==> src/rtl/reg_file_scrub_if.sv <==
// Register-file port bundle: two read ports, one write port, and the scrub busy flag.
interface reg_file_scrub_if #(
  parameter int DATA_WIDTH = 32,
  parameter int ADDR_WIDTH = 5
);
  logic [ADDR_WIDTH-1:0] read_reg1;
  logic [ADDR_WIDTH-1:0] read_reg2;
  logic [ADDR_WIDTH-1:0] write_reg;
  logic [DATA_WIDTH-1:0] write_data;
  logic                  reg_write;
  logic [DATA_WIDTH-1:0] read_data1;
  logic [DATA_WIDTH-1:0] read_data2;
  logic                  busy;

  modport master (
    output read_reg1, read_reg2, write_reg, write_data, reg_write,
    input  read_data1, read_data2, busy
  );

  modport slave (
    input  read_reg1, read_reg2, write_reg, write_data, reg_write,
    output read_data1, read_data2, busy
  );
endinterface

==> src/rtl/reg_file_scrub.sv <==
// ALU operand register file (r0 hardwired to zero) whose array is cleared by a post-reset scrub.
// Optional same-cycle write-to-read bypass: define REG_FILE_WRITE_BYPASS_EN.
module reg_file_scrub #(
  parameter int DATA_WIDTH = 32,
  parameter int ADDR_WIDTH = 5
) (
  input  logic             clk,
  input  logic             reset,
  reg_file_scrub_if.slave  rf
);
  localparam int NUM_REGS = 2 ** ADDR_WIDTH;

  localparam logic [0:0] CLEAR = 1'b0;
  localparam logic [0:0] READY = 1'b1;

  logic [0:0]            state_reg;
  logic [ADDR_WIDTH-1:0] count_reg;
  logic                  busy;
  logic [DATA_WIDTH-1:0] mem [NUM_REGS];

  assign busy    = (state_reg == CLEAR);
  assign rf.busy = busy;

  // Only the control state is reset; the array is cleared by the scrub instead.
  always_ff @(posedge clk or posedge reset) begin
    if (reset) begin
      state_reg <= CLEAR;
      count_reg <= '0;
    end else if (state_reg == CLEAR) begin
      if (&count_reg) begin
        state_reg <= READY;
        count_reg <= '0;
      end else begin
        count_reg <= count_reg + ADDR_WIDTH'(1);
      end
    end
  end

  always_ff @(posedge clk) begin
    if (state_reg == CLEAR) begin
      mem[count_reg] <= '0;
    end else if (rf.reg_write && rf.write_reg != '0) begin
      mem[rf.write_reg] <= rf.write_data;
    end
  end

  generate
    for (genvar gi = 0; gi < 2; gi++) begin : rd_port
      logic [ADDR_WIDTH-1:0] idx;
      logic [DATA_WIDTH-1:0] val;

      assign idx = (gi == 0) ? rf.read_reg1 : rf.read_reg2;

      // Reads are masked while scrubbing so stale or X contents never reach the ALU.
      always_comb begin
        val = '0;
        if (!busy && idx != '0) begin
          val = mem[idx];
`ifdef REG_FILE_WRITE_BYPASS_EN
          if (rf.reg_write && rf.write_reg == idx) begin
            val = rf.write_data;
          end
`endif
        end
      end
    end
  endgenerate

  assign rf.read_data1 = rd_port[0].val;
  assign rf.read_data2 = rd_port[1].val;
endmodule

==> src/flat_wrapper.sv <==
// flat-port wrapper written by rule: the top's interface ports become plain ports
module reg_file_scrub_flat 
#(
  parameter int DATA_WIDTH = 32,
  parameter int ADDR_WIDTH = 5
)
  (clk, reset, rf_read_reg1, rf_read_reg2, rf_write_reg, rf_write_data, rf_reg_write, rf_read_data1, rf_read_data2, rf_busy);
  reg_file_scrub_if #(.DATA_WIDTH(DATA_WIDTH), .ADDR_WIDTH(ADDR_WIDTH)) rf_i ();
  input  logic clk;
  input  logic reset;
  input wire logic [$bits(rf_i.read_reg1)-1:0] rf_read_reg1;
  input wire logic [$bits(rf_i.read_reg2)-1:0] rf_read_reg2;
  input wire logic [$bits(rf_i.write_reg)-1:0] rf_write_reg;
  input wire logic [$bits(rf_i.write_data)-1:0] rf_write_data;
  input wire logic [$bits(rf_i.reg_write)-1:0] rf_reg_write;
  output wire logic [$bits(rf_i.read_data1)-1:0] rf_read_data1;
  output wire logic [$bits(rf_i.read_data2)-1:0] rf_read_data2;
  output wire logic [$bits(rf_i.busy)-1:0] rf_busy;
  assign rf_i.read_reg1 = rf_read_reg1;
  assign rf_i.read_reg2 = rf_read_reg2;
  assign rf_i.write_reg = rf_write_reg;
  assign rf_i.write_data = rf_write_data;
  assign rf_i.reg_write = rf_reg_write;
  assign rf_read_data1 = rf_i.read_data1;
  assign rf_read_data2 = rf_i.read_data2;
  assign rf_busy = rf_i.busy;
  reg_file_scrub #(.DATA_WIDTH(DATA_WIDTH), .ADDR_WIDTH(ADDR_WIDTH)) u_core (.clk(clk), .reset(reset), .rf(rf_i));
endmodule
==> config.mk <==
export PLATFORM = sky130hd
export DESIGN_NAME = reg_file_scrub_flat
export DESIGN_NICKNAME = d
export VERILOG_FILES = /design/src/rtl/reg_file_scrub_if.sv /design/src/rtl/reg_file_scrub.sv /design/src/flat_wrapper.sv
export SDC_FILE = /design/constraint.sdc
export NUM_CORES = 1
export LEC_CHECK = 0
export ABC_AREA = 1
export CAP_MARGIN = 20
export CELL_PAD_IN_SITES_DETAIL_PLACEMENT = 1
export CELL_PAD_IN_SITES_GLOBAL_PLACEMENT = 2
export CORE_UTILIZATION = 30
export CTS_BUF_LIST = sky130_fd_sc_hd__clkbuf_4
export DETAILED_ROUTE_END_ITERATION = 8
export PLACE_DENSITY_LB_ADDON = 0.12
export SYNTH_ARGS = -nofsm -noshare
export SYNTH_HDL_FRONTEND = slang
export SYNTH_SLANG_ARGS = --single-unit
export TNS_END_PERCENT = 50
==> constraint.sdc <==
create_clock -name clk -period 2.85 [get_ports clk]
set_input_delay 0.57 -clock clk [delete_from_list [all_inputs] [get_ports clk]]
set_output_delay 0.57 -clock clk [all_outputs]
set_load 0.05 [all_outputs]
==> results.md <==
* Failing checks: setup timing
* Syn_nets at 6029
* Hold Crit Depth at 4
* Largest family of logic cells by synthesized area: simple AND/OR/NAND/NOR gates
* Chip width at 418 microns
* Pint at 0.0258 W
* Routed Antenna Nets at 0
* Initial Util at 0.302
* Compound-Gate Fraction of Synth Area at 0.0722
* Combinational power share at 0.150
* Setup TNS at -27.20 ns
* Mux cell area share after synthesis at 0
* Critical path class: reg -> out
* Clock Path Buffers at 4
* Seq pwr share at 0.458
* Reg2reg start: u_core.state_reg
* PortBufs at 114
* Post-synthesis simple-gate area fraction at 0.281
* Clk_lat worst skew at 1.36 ns
* VDD IR max at 0.445 mV
* Clock share of power at 0.392
* Largest register FFs at just over 1000
* Reg2Reg Setup Slack at 0.13 ns
* WL/cell at 29.1 microns
* Status: finished with violations
* Core area at ~170000 sq um
* DR DRC count at 0
* Pwr/cell area at 540 nW/um^2
* Clock Sinks at 1030
* Post-DP HPWL at 165000 microns
* Drt initial violations at between 3000 and 4000
* Switching part of the total at 0.293
* Switch Pwr at 0.0107 W
* Worst Clk Skew at 0.0736 ns
* FP Rows at between 150 and 200
* Design Area, Final at a little under 70000 sq um
* Fmax at approximately 0.3 GHz
* Synth Area in XOR/XNOR at 0
* Largest net degree at the start of global routing at 63
* Worst setup margin at -0.548 ns
* FF-to-FF path depth at 9
* Synth warn at 0
* Post-Synth Adder-Cell Area at 0.000482
* Min Tclk post-route at 3.40 ns
* Routability cong. at 0.827
* Vias per std cell at 5.30
* Final total power at around 0.036 W
* CTS tree: yes
* Dpl cell area at just over 60000 sq um
* # nets final at 6605
* Fin. Hold Viols at 0
* Clock Tree Root: clkbuf_4
* Crit path launch type: register
* Mean Syn Cell Area at between 8 and 9 sq um
* CTS Buf Count at 320
* CTS clock-pin slew for the worst setup and hold paths at about 0.08 ns
* Die area at 175000 sq um
* First-pass GRT wire length at approximately 370000 microns
* Area added between synthesis and finish at 30.0%
* Final core occ at 0.393
* Worst slack at placement at -0.602 ns
* GR Overflow Total at 0
* Worst setup EP type: output port
* Unrepaired setup endpoints after global routing: true
* Final Max Tran Viols at 0
* R2R Path End: u_core.mem[24][29]
* Relative slew slack at 0.540
* Layout cells sized above 1 at 0.213
* First-pass DRT Iterations at 5
* Setup violations, final at 64
* H-tree level count at 5
* Sequential-to-total area share from yosys stat at 0.595
* Post-synthesis register bit count at roughly 1000
* Hold crit path type: in -> reg
* Worst endpoint data arrival time at 2.83 ns
* # IOs at 115
* Die Y at 418 microns
* Pleak at 26.9 nW
* Gate Count Post-Synth at 5977
* Critical Path RT at 2.28 ns
* Worst-Margin Slew at 0.690 ns
* Synth Cell Area at 51900 sq um
* Initial antenna violation count at 5
* Vias in the first global route at 48531
* Total track usage at 0.299
* DR vias at 48088
* Final cycle utilization of the critical path at 1.19
* Hold endpoint: u_core.mem[11][1]
* Post-synth cell types at 30
* Max-cap violation count at 0
* CP Max Fanout at 2
* HP Start: rf_write_data[1]
* Routed Wire Length at 264000 microns
-- how the worst max path moves through the flow --
| stage | startpoint | slack, ns | end |
|---|---|---|---|
| floorplan | rf_write_reg[2] | -0.45 | u_core.mem[0][0] |
| global placement | rf_write_reg[3] | -0.60 | u_core.mem[24][31] |
| detailed placement | rf_write_reg[3] | -0.60 | u_core.mem[24][26] |
| CTS | u_core.mem[9][15] | -0.64 | rf_read_data1[15] |
| global route | u_core.mem[14][21] | -0.69 | rf_read_data1[21] |
| finish | u_core.mem[31][10] | -0.55 | rf_read_data1[10] |
-- power groups by stage --
stage,clock (W),combinational [W],sequential (W)
CTS,0.0147,0.00541,0.0167
detailed placement,0,0.00523,0.0170
global placement,0,0.00521,0.0170
floorplan,0,0.00230,0.0170
finish,0.0143,0.00548,0.0167
global route,0.0153,0.00577,0.0167
-- per-stage QoR --
stage / instances / hold WS (ns)
after floorplan: 5977 / 0.361
after global placement: 8517 / 0.596
after detailed placement: 8518 / 0.601
after CTS: 9068 / 0.00157
after global routing: 9077 / 0.0573
final: 9077 / 0.136
-- layout by cell type, fill, tap and decap left out, types with 13 or more instances in the layout --
master	netlist	routed
dlygate4sd3_1	0	15
nor2_1	732	587
o21ai_1	45	99
and3_1	23	23
buf_4	8	282
o22ai_1	21	21
nor2_4	0	73
buf_12	1	306
clkinv_1	1	76
inv_1	173	160
o21ai_2	0	13
o21ai_0	433	366
clkbuf_4	0	434
nand3_1	786	714
nand2_4	0	19
nand2_2	1	44
nand2_1	2062	1999
nand3_2	0	69
a21oi_2	0	42
a21oi_4	0	14
clkdlybuf4s50_1	0	39
inv_2	2	17
nor2_2	1	73
buf_6	20	19
edfxtp_1	1024	1024
a21oi_1	227	171
-- final cells by class --
class	instances	area (sq um)
antenna	9	22.5
clock buffer	434	3260
sequential	1030	30900
multi-input combinational	4352	20100
fill	19695	104000
clock inverter	93	413
tap	2310	2890
timing repair buffer	672	9180
inverter	177	723
-- worst max-delay path, cell delays in order (launching register included) --
cell and delay (ns):
edfxtp_1 0.50, nand2_1 0.08, nand3_1 0.09, nand3_1 0.10, nand3_1 0.10, nand3_1 0.10, a21oi_2 0.19, buf_6 0.15
buf_12 0.14
-- repair_timing --
item	4_1_cts	5_1_grt
setup endpoints to repair	65	84
gates cloned	2	0
buffers inserted	18	12
hold buffers	15	0
endpoints found under the hold margin	203	0
resized for setup	260	208
pin swaps	143	166
-- layer usage --
metal,global-route usage,up-vias,wire (microns)
li1,-,21492,-
met1,0.407,24577,117000
met2,0.494,1594,125000
met3,0.0381,425,14000
met4,0.0895,0,7930
met5,0,-,0
-- synth_stat cells, drive strengths merged --
library cell  count  area share
nand3           786       0.076
edfxtp         1024        0.59
clkinv            1    0.000072
dfrtp             6      0.0029
ha                2     0.00048
clkbuf          177       0.013
or2               2     0.00024
nand2          2063        0.15
o31ai             1     0.00014
inv             176       0.013
o21ai           478       0.046
a211oi            1     0.00014
buf             241       0.025
nand4             3     0.00036
o211ai           10      0.0014
nor3              2     0.00019
nor2            733       0.053
o22ai            21      0.0025
and3             23      0.0028
a21oi           227       0.022
-- cell families after synthesis --
family / count (synthesis)
simple gates: 3612
fa+ha+maj: 2
compound gates: 738
buf+inv: 595
flops: 1030
Power figures use the tool's default switching activity.
